==> config.mk <==
export PLATFORM = sky130hd
export DESIGN_NAME = hsiao_mem_scrubber_flat
export DESIGN_NICKNAME = d
export VERILOG_FILES = /design/src/rtl/hsiao_pkg.sv /design/src/rtl/hsiao_mem_scrubber_if.sv /design/src/rtl/hsiao_decoder_13_8.sv /design/src/rtl/hsiao_mem_scrubber.sv /design/src/flat_wrapper.sv
export SDC_FILE = /design/constraint.sdc
export NUM_CORES = 1
export LEC_CHECK = 0
export ABC_AREA = 1
export BUFFER_PORTS_ARGS = -buffer_cell sky130_fd_sc_hd__buf_2
export CAP_MARGIN = 20
export CORE_MARGIN = 2
export CORE_UTILIZATION = 57
export CTS_CLUSTER_SIZE = 28
export DETAILED_ROUTE_END_ITERATION = 7
export GPL_TIMING_DRIVEN = 0
export PLACE_DENSITY = 0.83
export REMOVE_ABC_BUFFERS = 1
export SETUP_SLACK_MARGIN = 0.05
export SLEW_MARGIN = 20
export SYNTH_ARGS = -nofsm -noshare
export SYNTH_HDL_FRONTEND = slang
export SYNTH_SLANG_ARGS = --single-unit
export TNS_END_PERCENT = 1
==> constraint.sdc <==
create_clock -name clk -period 4.4 [get_ports clk]
set_input_delay 0.22 -clock clk [delete_from_list [all_inputs] [get_ports clk]]
set_output_delay 0.22 -clock clk [all_outputs]
set_load 0.01 [all_outputs]
==> src/rtl/hsiao_pkg.sv <==
// Shared constants for the Hsiao (13,8) SEC-DED code and the scrubber FSM encoding.
package hsiao_pkg;

  localparam int unsigned DataWidth = 8;
  localparam int unsigned ChkWidth  = 5;
  localparam int unsigned CwWidth   = DataWidth + ChkWidth;

  // Column i is the syndrome contribution of codeword bit i (d0..d7, then c0..c4).
  localparam logic [CwWidth-1:0][ChkWidth-1:0] HMatrix = {
    5'b10000, 5'b01000, 5'b00100, 5'b00010, 5'b00001,
    5'b11001, 5'b10110, 5'b10101, 5'b10011,
    5'b01110, 5'b01101, 5'b01011, 5'b00111
  };

  typedef enum logic [2:0] {
    StIdle,
    StRd,
    StEv,
    StWb,
    StAdv,
    StDone
  } scrub_state_e;

endpackage

==> src/rtl/hsiao_mem_scrubber_if.sv <==
// Codeword memory port: the scrubber drives address/write side, the memory returns read data.
interface hsiao_mem_scrubber_if
  import hsiao_pkg::*;
#(
  parameter int unsigned AW = 4
);

  logic [AW-1:0]      mem_addr;
  logic               mem_wr_en;
  logic [CwWidth-1:0] mem_wdata;
  logic [CwWidth-1:0] mem_rdata;

  modport master (
    output mem_addr,
    output mem_wr_en,
    output mem_wdata,
    input  mem_rdata
  );

  modport slave (
    input  mem_addr,
    input  mem_wr_en,
    input  mem_wdata,
    output mem_rdata
  );

endinterface

==> src/rtl/hsiao_decoder_13_8.sv <==
// Combinational Hsiao (13,8) decoder: syndrome, single-error correction, uncorrectable detection.
module hsiao_decoder_13_8
  import hsiao_pkg::*;
(
  input  logic [CwWidth-1:0]  codeword_i,
  output logic [ChkWidth-1:0] syndrome_o,
  output logic                correctable_o,
  output logic                uncorrectable_o,
  output logic [CwWidth-1:0]  corrected_o
);

  logic [ChkWidth-1:0] syn;
  logic [CwWidth-1:0]  match;

  always_comb begin
    syn = '0;
    for (int i = 0; i < CwWidth; i++) begin
      if (codeword_i[i]) begin
        syn = syn ^ HMatrix[i];
      end
    end
    // Columns are distinct and nonzero, so at most one bit can match.
    match = '0;
    for (int i = 0; i < CwWidth; i++) begin
      match[i] = (syn == HMatrix[i]);
    end
  end

  assign syndrome_o      = syn;
  assign correctable_o   = |match;
  assign uncorrectable_o = (syn != '0) && !(|match);
  assign corrected_o     = codeword_i ^ match;

endmodule

==> src/rtl/hsiao_mem_scrubber.sv <==
// Sweeps a codeword memory once per start, writing back single-bit corrections and
// counting corrected and uncorrectable words.
module hsiao_mem_scrubber
  import hsiao_pkg::*;
#(
  parameter int unsigned DEPTH = 16,
  parameter int unsigned AW    = 4
) (
  input  logic                 clk,
  input  logic                 rst,
  input  logic                 start_i,
  input  logic                 pause_i,
  hsiao_mem_scrubber_if.master mem_bus,
  output logic                 busy_o,
  output logic                 done_o,
  output logic [AW:0]          corr_cnt_o,
  output logic [AW:0]          uncorr_cnt_o,
  output logic [AW-1:0]        uncorr_addr_o
);

  localparam logic [AW-1:0] LastAddr = AW'(DEPTH - 1);
  localparam logic [AW-1:0] AddrOne  = {{(AW-1){1'b0}}, 1'b1};
  localparam logic [AW:0]   CntOne   = {{AW{1'b0}}, 1'b1};

  scrub_state_e       state_q, state_d;
  logic [AW-1:0]      addr_q, addr_d;
  logic [CwWidth-1:0] word_q, word_d;
  logic [AW:0]        corr_q, corr_d;
  logic [AW:0]        uncorr_q, uncorr_d;
  logic [AW-1:0]      uaddr_q, uaddr_d;

  logic [ChkWidth-1:0] syndrome;
  logic                correctable;
  logic                uncorrectable;
  logic [CwWidth-1:0]  corrected;

  hsiao_decoder_13_8 u_decoder (
    .codeword_i     (word_q),
    .syndrome_o     (syndrome),
    .correctable_o  (correctable),
    .uncorrectable_o(uncorrectable),
    .corrected_o    (corrected)
  );

  // Port outputs kept apart from next-state logic: read data depends on mem_addr.
  always_comb begin
    mem_bus.mem_addr  = '0;
    mem_bus.mem_wr_en = 1'b0;
    mem_bus.mem_wdata = '0;
    if (state_q == StRd) begin
      mem_bus.mem_addr = addr_q;
    end else if (state_q == StWb) begin
      mem_bus.mem_addr  = addr_q;
      mem_bus.mem_wr_en = 1'b1;
      mem_bus.mem_wdata = corrected;
    end
  end

  always_comb begin
    state_d  = state_q;
    addr_d   = addr_q;
    word_d   = word_q;
    corr_d   = corr_q;
    uncorr_d = uncorr_q;
    uaddr_d  = uaddr_q;
    case (state_q)
      StIdle: begin
        if (start_i) begin
          corr_d   = '0;
          uncorr_d = '0;
          addr_d   = '0;
          state_d  = StRd;
        end
      end
      StRd: begin
        if (!pause_i) begin
          word_d  = mem_bus.mem_rdata;
          state_d = StEv;
        end
      end
      StEv: begin
        state_d = StAdv;
        if (syndrome != '0) begin
          if (correctable) begin
            corr_d  = corr_q + CntOne;
            state_d = StWb;
          end else if (uncorrectable) begin
            uncorr_d = uncorr_q + CntOne;
            uaddr_d  = addr_q;
          end
        end
      end
      StWb: state_d = StAdv;
      StAdv: begin
        if (addr_q == LastAddr) begin
          state_d = StDone;
        end else begin
          addr_d  = addr_q + AddrOne;
          state_d = StRd;
        end
      end
      StDone:  state_d = StIdle;
      default: state_d = StIdle;
    endcase
  end

  always_ff @(posedge clk or posedge rst) begin
    if (rst) begin
      state_q  <= StIdle;
      addr_q   <= '0;
      word_q   <= '0;
      corr_q   <= '0;
      uncorr_q <= '0;
      uaddr_q  <= '0;
    end else begin
      state_q  <= state_d;
      addr_q   <= addr_d;
      word_q   <= word_d;
      corr_q   <= corr_d;
      uncorr_q <= uncorr_d;
      uaddr_q  <= uaddr_d;
    end
  end

  assign busy_o        = (state_q != StIdle);
  assign done_o        = (state_q == StDone);
  assign corr_cnt_o    = corr_q;
  assign uncorr_cnt_o  = uncorr_q;
  assign uncorr_addr_o = uaddr_q;

endmodule

==> src/flat_wrapper.sv <==
// flat-port wrapper written by rule: the top's interface ports become plain ports
module hsiao_mem_scrubber_flat import hsiao_pkg::*;
#(
  parameter int unsigned DEPTH = 16,
  parameter int unsigned AW    = 4
)
  (clk, rst, start_i, pause_i, busy_o, done_o, corr_cnt_o, uncorr_cnt_o, uncorr_addr_o, mem_bus_mem_addr, mem_bus_mem_wr_en, mem_bus_mem_wdata, mem_bus_mem_rdata);
  hsiao_mem_scrubber_if #(.AW(AW)) mem_bus_i ();
  input  logic clk;
  input  logic rst;
  input  logic start_i;
  input  logic pause_i;
  output logic busy_o;
  output logic done_o;
  output logic [AW:0] corr_cnt_o;
  output logic [AW:0] uncorr_cnt_o;
  output logic [AW-1:0] uncorr_addr_o;
  output wire logic [$bits(mem_bus_i.mem_addr)-1:0] mem_bus_mem_addr;
  output wire logic [$bits(mem_bus_i.mem_wr_en)-1:0] mem_bus_mem_wr_en;
  output wire logic [$bits(mem_bus_i.mem_wdata)-1:0] mem_bus_mem_wdata;
  input wire logic [$bits(mem_bus_i.mem_rdata)-1:0] mem_bus_mem_rdata;
  assign mem_bus_mem_addr = mem_bus_i.mem_addr;
  assign mem_bus_mem_wr_en = mem_bus_i.mem_wr_en;
  assign mem_bus_mem_wdata = mem_bus_i.mem_wdata;
  assign mem_bus_i.mem_rdata = mem_bus_mem_rdata;
  hsiao_mem_scrubber #(.DEPTH(DEPTH), .AW(AW)) u_core (.clk(clk), .rst(rst), .start_i(start_i), .pause_i(pause_i), .mem_bus(mem_bus_i), .busy_o(busy_o), .done_o(done_o), .corr_cnt_o(corr_cnt_o), .uncorr_cnt_o(uncorr_cnt_o), .uncorr_addr_o(uncorr_addr_o));
endmodule
==> run metrics, run 1 <==
number of global-route vias before repair 2172; Placed Cells 443; Data arrival, critical path 2.21 ns; FF/Latch Area 850.8 um2; iteration-0 DRC count of the detailed router 178; total inserted antenna cells 0; utilization of the core after routing 70.64%; power per cell area 856.6 nW/um2; status complete, no violations; post-synthesis cell area 2481 um2; setup skew after layout 0.007296 ns; floorplan core area 4086 um2; area share of the leading cell type in the synthesized netlist approximately 34%; pins over their slew limit 0; YS warnings 0; library cell with the largest summed area after synthesis dfrtp_1; timing-limited maximum frequency approximately 0.4 GHz; routed length per instance roughly 12 um; total number of vias 2392; most common library cell in the layout ignoring fill and taps nand2_1; ANT nets after route 0; fin crit share approximately 55%; global-route usage over all layers approximately a quarter; Post-CTS Setup Inserts 0; Crit Path Max Fanout 7; Hold Vio Cnt, Final 0; quantity of hold-fixing buffers added after cts 0; clock tree root driver cell clkbuf_8; # H-tree levels 2; Total Die Area 4897 um2; first-pass GRT wire length 9639 um; Lkg Pwr 1.610 nW; crit start category register; sum of negative setup slack 0 ns; gp weighted congestion 0.9091; ratio of routed vias to standard cells 5.304; setup repair after global routing missed its margin no; clk sink count 34; FP Rows 23; Critical Path RT 4.18 ns; total detailed-routing wirelength 5580 um; number of standard cells after synthesis 350; post-CTS resize count 0; critical path type register to output port; actual slew at the worst max-slew pin 0.7963 ns; Initial Utilization approximately three fifths; Setup-failing EPs final 0; insertion delay to the later sink of the worst-skew pair 0.29 ns; clock-pin slew on the worst setup and hold paths 0.08 ns; first-pass detailed-route iteration total 4; die width 69.98 um; remaining routing DRC violations 0; number of I/O pins 51; Max-slew headroom around 47%; chip height 69.98 um; buffer levels on the longest clock path 2; final-layout worst hold slack 0.03899 ns; max-cap violations 0; relative area change from synthesis to final layout 16.34%; number of flip-flops and latches in the synthesized netlist 34; multi-input gate area in the final layout 1418 um2; ratio of cells with drive above 1 in the final layout ~30%; most used cells in the layout excluding fill and tap cells 78 x nand2_1, 50 x buf_2, 47 x nor2_1; Worst Setup End Kind output port; largest net degree at the start of global routing 35; power consumption 2.473 mW; min cycle time layout approximately 2.4 ns; quantity of I/O buffers inserted on ports 50; number of fillers in the final layout 339; clock tree from TritonCTS yes; CTS buffer count 5; number of standard cells in the final layout excluding fillers 451; main area contributors after synthesis dfrtp_1 34%, nand2_1 12%, nor2_1 7.1%, nand3_1 5.8%, a21oi_1 5.4%; number of nets in the finished design 420; post-synth cell types 31; Congestion Overflow GR 0; initial antenna violation count 0; Mean Syn Cell Area 7.089 um2; placed wire-length estimate 4094 um; maximum vdd drop between 600 and 700 uV; sequential element share of the synthesized area 34.29%; HP Class input port to async pin
[cell type report]
cell class / count / area share, %
inverter: 44 / 5.808
clock inverter: 3 / 2.384
multi-input combinational: 265 / 49.11
tap: 50 / 2.167
sequential: 34 / 29.48
timing repair buffer: 50 / 8.669
clock buffer: 5 / 2.384
[cell usage after synthesis, drive strengths merged]
cell,count
nand2,103
nor2,54
inv,43
nand3,38
dfrtp,34
a21oi,27
o21ai,18
xor2,8
buf,4
xnor2,4
clkbuf,3
ha,3
nand4,3
nor3,3
nand3b,2
clkinv,1
nor4,1
o22ai,1
[report_power, final]
part           internal (mW)  leakage [nW]  switching (mW)
combinational          0.500          1.12            1.09
sequential             0.408         0.427           0.116
clock                  0.227        0.0683           0.130
total                   1.14          1.61            1.34
[worst max-delay path, stage by stage, from the launching register on]
cell     delay [ns]
dfrtp_1        0.49
inv_2          0.09
nand2_1        0.09
nand3_1        0.10
nand2_1        0.11
nand2_1        0.07
nand2_2        0.15
inv_1          0.09
nor2_1         0.17
nand3_1        0.18
o21ai_0        0.19
a21oi_1        0.05
buf_2          0.14
[worst paths after layout]
check,startpoint,cells past startpoint,slack (ns),endpoint
setup / recovery,u_core.word_q[3]$_DFFE_PP0P_,12,1.97,mem_bus_mem_wdata[5]
hold / removal,rst,2,0.04,u_core.word_q[4]$_DFFE_PP0P_
setup reg to reg,u_core.word_q[3]$_DFFE_PP0P_,15,2.06,u_core.uncorr_cnt_o[0]$_DFFE_PP0P_
hold reg to reg,u_core.uncorr_addr_o[0]$_DFFE_PP0P_,2,0.48,u_core.uncorr_addr_o[0]$_DFFE_PP0P_
max in group asynchronous,rst,2,3.88,u_core.state_q[0]$_DFFE_PP0P_
min in group clk,mem_bus_mem_rdata[9],3,0.17,u_core.word_q[9]$_DFFE_PP0P_
[cell families after synthesis]
group | after synthesis | synth area share [%]
xor+xnor | 12 | 4.236
flops | 34 | 34.29
simple gates | 204 | 41.30
buf+inv | 51 | 8.573
fa+ha+maj | 3 | 1.513
compound gates | 46 | 10.09
[flip-flops by register name, indices dropped and copies added (netlist names)]
name and count:
u_core.addr_q 4, u_core.corr_cnt_o 5, u_core.state_q 3, u_core.uncorr_addr_o 4
u_core.uncorr_cnt_o 5, u_core.word_q 13
[stage by stage]
step	area, um2	worst slack, ns
2_1_floorplan	2436	2.444
3_3_place_gp	2749	2.179
3_5_place_dp	2749	2.152
4_1_cts	2887	2.001
5_1_grt	2887	1.739
6_report	2887	1.970
[routing by layer]
layer	up-vias	global-route usage (%)	share of wire (%)
li1	1210	-	-
met1	1087	31.47	46
met2	80	39.89	47
met3	15	5.051	4.5
met4	0	10.04	2.8
met5	-	0	0
No activity file was read; power rests on OpenSTA's default activity.
==> run 2, diff against run 1 <==
--- a/config.mk
+++ b/config.mk
@@ -9,11 +9,11 @@
 export BUFFER_PORTS_ARGS = -buffer_cell sky130_fd_sc_hd__buf_2
 export CAP_MARGIN = 20
 export CORE_MARGIN = 2
-export CORE_UTILIZATION = 57
+export CORE_UTILIZATION = 55
 export CTS_CLUSTER_SIZE = 28
 export DETAILED_ROUTE_END_ITERATION = 7
 export GPL_TIMING_DRIVEN = 0
-export PLACE_DENSITY = 0.83
+export PLACE_DENSITY = 0.8
 export REMOVE_ABC_BUFFERS = 1
 export SETUP_SLACK_MARGIN = 0.05
 export SLEW_MARGIN = 20
==> constraint.sdc (replaced) <==
create_clock -name clk -period 2.5 [get_ports clk]
set_input_delay 0.125 -clock clk [delete_from_list [all_inputs] [get_ports clk]]
set_output_delay 0.125 -clock clk [all_outputs]
set_load 0.01 [all_outputs]
==> run metrics, run 2 (synthesis results as in run 1) <==
actual slew at the worst max-slew pin 0.8505 ns (+0.05418 ns); switching portion of total power 55.05% (+0.98 points); setup skew after layout 0.007727 ns (+0.0004314 ns); reg-to-reg slack, setup 0.26 ns (-1.80 ns); crit start category register; Setup-failing EPs final 0 (unchanged); total detailed-routing wirelength 5368 um (-3.8%); max FFs per register 13 (unchanged); global-route usage over all layers 22.76% (-1.7 points); power consumption 4.174 mW (+69%); NetSw 2.298 mW (+72%); sum of negative setup slack 0 ns (unchanged); CTS buffer count 5 (unchanged); fin crit share 89.63%; Critical Path RT 2.68 ns (-1.50 ns); Hold Startpoint mem_bus_mem_rdata[7]; quantity of I/O buffers inserted on ports 50 (unchanged); Worst Setup End Kind register; ratio of routed vias to standard cells 5.085 (-4.1%); number of I/O pins 51 (unchanged); largest net degree at the start of global routing 35 (unchanged); power per cell area 1440 nW/um2 (+68%); critical path type register to register; clock network fraction of total power 10.3% (-4.2 points); first-pass detailed-route iteration total 4 (unchanged); worst hold stages 3; total number of vias 2334 (-2.4%); Data arrival, critical path 2.42 ns (+0.21 ns); hold-critical path endpoint u_core.word_q[7]$_DFFE_PP0P_; buffer levels on the longest clock path 2 (unchanged); number of cell instances on the worst register-to-register path 17 (+2); gp weighted congestion 0.8727 (-4.0%); clock tree root driver cell clkbuf_8; clock tree from TritonCTS yes; placed wire-length estimate 4098 um (+0.11%); maximum vdd drop 705.9 uV (+13%); clk sink count 34 (unchanged); clock-pin slew on the worst setup and hold paths 0.07 ns (about the same); Critical R2R Capture u_core.uncorr_cnt_o[0]$_DFFE_PP0P_; number of fillers in the final layout 387 (+14%); floorplan core area 4354 um2 (+6.6%); Initial Utilization 56.98% (-3.7 points); relative area change from synthesis to final layout 16.79%; ratio of cells with drive above 1 in the final layout 31.45% (+1.3 points); number of global-route vias before repair 2145 (-1.2%); routed length per instance 11.69 um (-5.5%); initial antenna violation count 0 (unchanged); number of nets in the finished design 426 (+1.4%); FP Rows 24 (+4.3%); die width 71.17 um (+1.7%); chip height 71.17 um (+1.7%); max-cap violations 0 (unchanged); Hold Vio Cnt, Final 0 (unchanged); first-pass GRT wire length 9280 um (-3.7%); register ranked first by flip-flop count u_core.word_q; # H-tree levels 2 (unchanged); ANT nets after route 0 (unchanged); HP Class input port to register; combinational fraction of design power 67.5% (+3.1 points); insertion delay to the later sink of the worst-skew pair 0.29 ns (about the same); Crit Path Max Fanout 14 (+7); setup repair after global routing missed its margin no; status complete, no violations; fraction of power consumed by sequential logic 22.2% (+1.0 points); total inserted antenna cells 0 (unchanged); min cycle time layout 2.241 ns; Congestion Overflow GR 0 (unchanged); iteration-0 DRC count of the detailed router 108 (-39%); remaining routing DRC violations 0 (unchanged); FF-to-FF Start u_core.word_q[5]$_DFFE_PP0P_; pins over their slew limit 0 (unchanged); Lkg Pwr 1.613 nW (+0.20%); most common library cell in the layout ignoring fill and taps nand2_1; timing-limited maximum frequency 0.4463 GHz; Int Pwr 1.876 mW (+65%); Max-slew headroom 43.17% (-3.6 points); Total Die Area 5064 um2 (+3.4%); most used cells in the layout excluding fill and tap cells 77 x nand2_1, 50 x buf_2, 47 x nor2_1
[run 2: changes by cell type in the layout (fill, tap and decap cells not counted)]
cell	previous run	this run
clkbuf_8	5	6
dfrtp_1	34	33
dlygate4sd3_1	0	1
bufinv_16	2	0
clkinv_2	0	1
clkinvlp_4	0	1
nand2_1	78	77
clkinv_4	1	0
dfrtp_2	0	1
nand2_2	21	22
buf_4	0	5
[run 2: worst max-delay path by stage]
stage               depth (start not counted)                         start  slack (ns)                            endpoint
global route                               17  u_core.word_q[2]$_DFFE_PP0P_        0.05  u_core.uncorr_cnt_o[3]$_DFFE_PP0P_
floorplan                                  17  u_core.word_q[6]$_DFFE_PP0P_        0.54  u_core.uncorr_cnt_o[0]$_DFFE_PP0P_
detailed placement                         16  u_core.word_q[6]$_DFFE_PP0P_        0.25  u_core.uncorr_cnt_o[1]$_DFFE_PP0P_
CTS                                        16  u_core.word_q[6]$_DFFE_PP0P_        0.24  u_core.uncorr_cnt_o[1]$_DFFE_PP0P_
finish                                     17  u_core.word_q[5]$_DFFE_PP0P_        0.26  u_core.uncorr_cnt_o[0]$_DFFE_PP0P_
global placement                           17  u_core.word_q[6]$_DFFE_PP0P_        0.28  u_core.uncorr_cnt_o[1]$_DFFE_PP0P_
[run 2: power by group through the flow]
| stage | combinational (mW) | clock (mW) | sequential [mW] |
|---|---|---|---|
| 6_report | 2.82 | 0.431 | 0.926 |
| 5_1_grt | 3.16 | 0.459 | 0.955 |
| 4_1_cts | 2.74 | 0.434 | 0.918 |
| 3_5_place_dp | 2.73 | 0 | 0.927 |
| 3_3_place_gp | 2.66 | 0 | 0.923 |
| 2_1_floorplan | 2.22 | 0 | 0.907 |
[run 2: area by class of cell]
cell class	instances	area [um2]	share of cell area, %
clock inverters	2	12.51	0.4318
multi-input cells	265	1420	49.01
well taps	52	65.06	2.245
clock buffers	6	82.58	2.850
repair buffers	56	297.8	10.28
flip-flops and latches	34	852.1	29.40
inverters	44	167.7	5.786
[run 2: metrics by stage]
step | setup WS [ns] | instances | cell area, um2 | util [%] | hold WS (ns)
5_1_grt | 0.04859 | 459 | 2898 | 66.55 | 0.09017
3_3_place_gp | 0.2814 | 445 | 2751 | 63.19 | 0.3673
2_1_floorplan | 0.5443 | 343 | 2436 | - | 0.2666
3_5_place_dp | 0.2484 | 445 | 2751 | 63.19 | 0.2882
4_1_cts | 0.2362 | 454 | 2856 | 65.60 | 0.08409
6_report | 0.2593 | 459 | 2898 | 66.55 | 0.08093
[run 2: repair_timing]
item / CTS / global route
buffers inserted: 0 / 5
hold buffers: 1 / 0
hold endpoints to repair: 34 / 0
endpoints found under the setup margin: 0 / 7
resized for setup: 0 / 2
[run 2: metal layers]
metal	GRT usage [%]	vias up	wire length (um)
li1	-	1225	-
met1	31.73	1053	2590
met2	36.11	48	2475
met3	4.558	8	241
met4	6.289	0	60
met5	0	-	0
[run 2: critical path, stage by stage (launching register included)]
cell and delay, ns:
dfrtp_1 0.43, inv_2 0.12, nand2_1 0.09, nand2_1 0.08, nand2_2 0.06, nand2_2 0.11, inv_2 0.05, nand2_2 0.08
nand2_4 0.07, nand2_2 0.10, nor2_1 0.08, nor2_1 0.12, nand2_1 0.10, nor2_4 0.14, nand3_4 0.20, buf_4 0.20
nand3_2 0.04, nand2_1 0.05
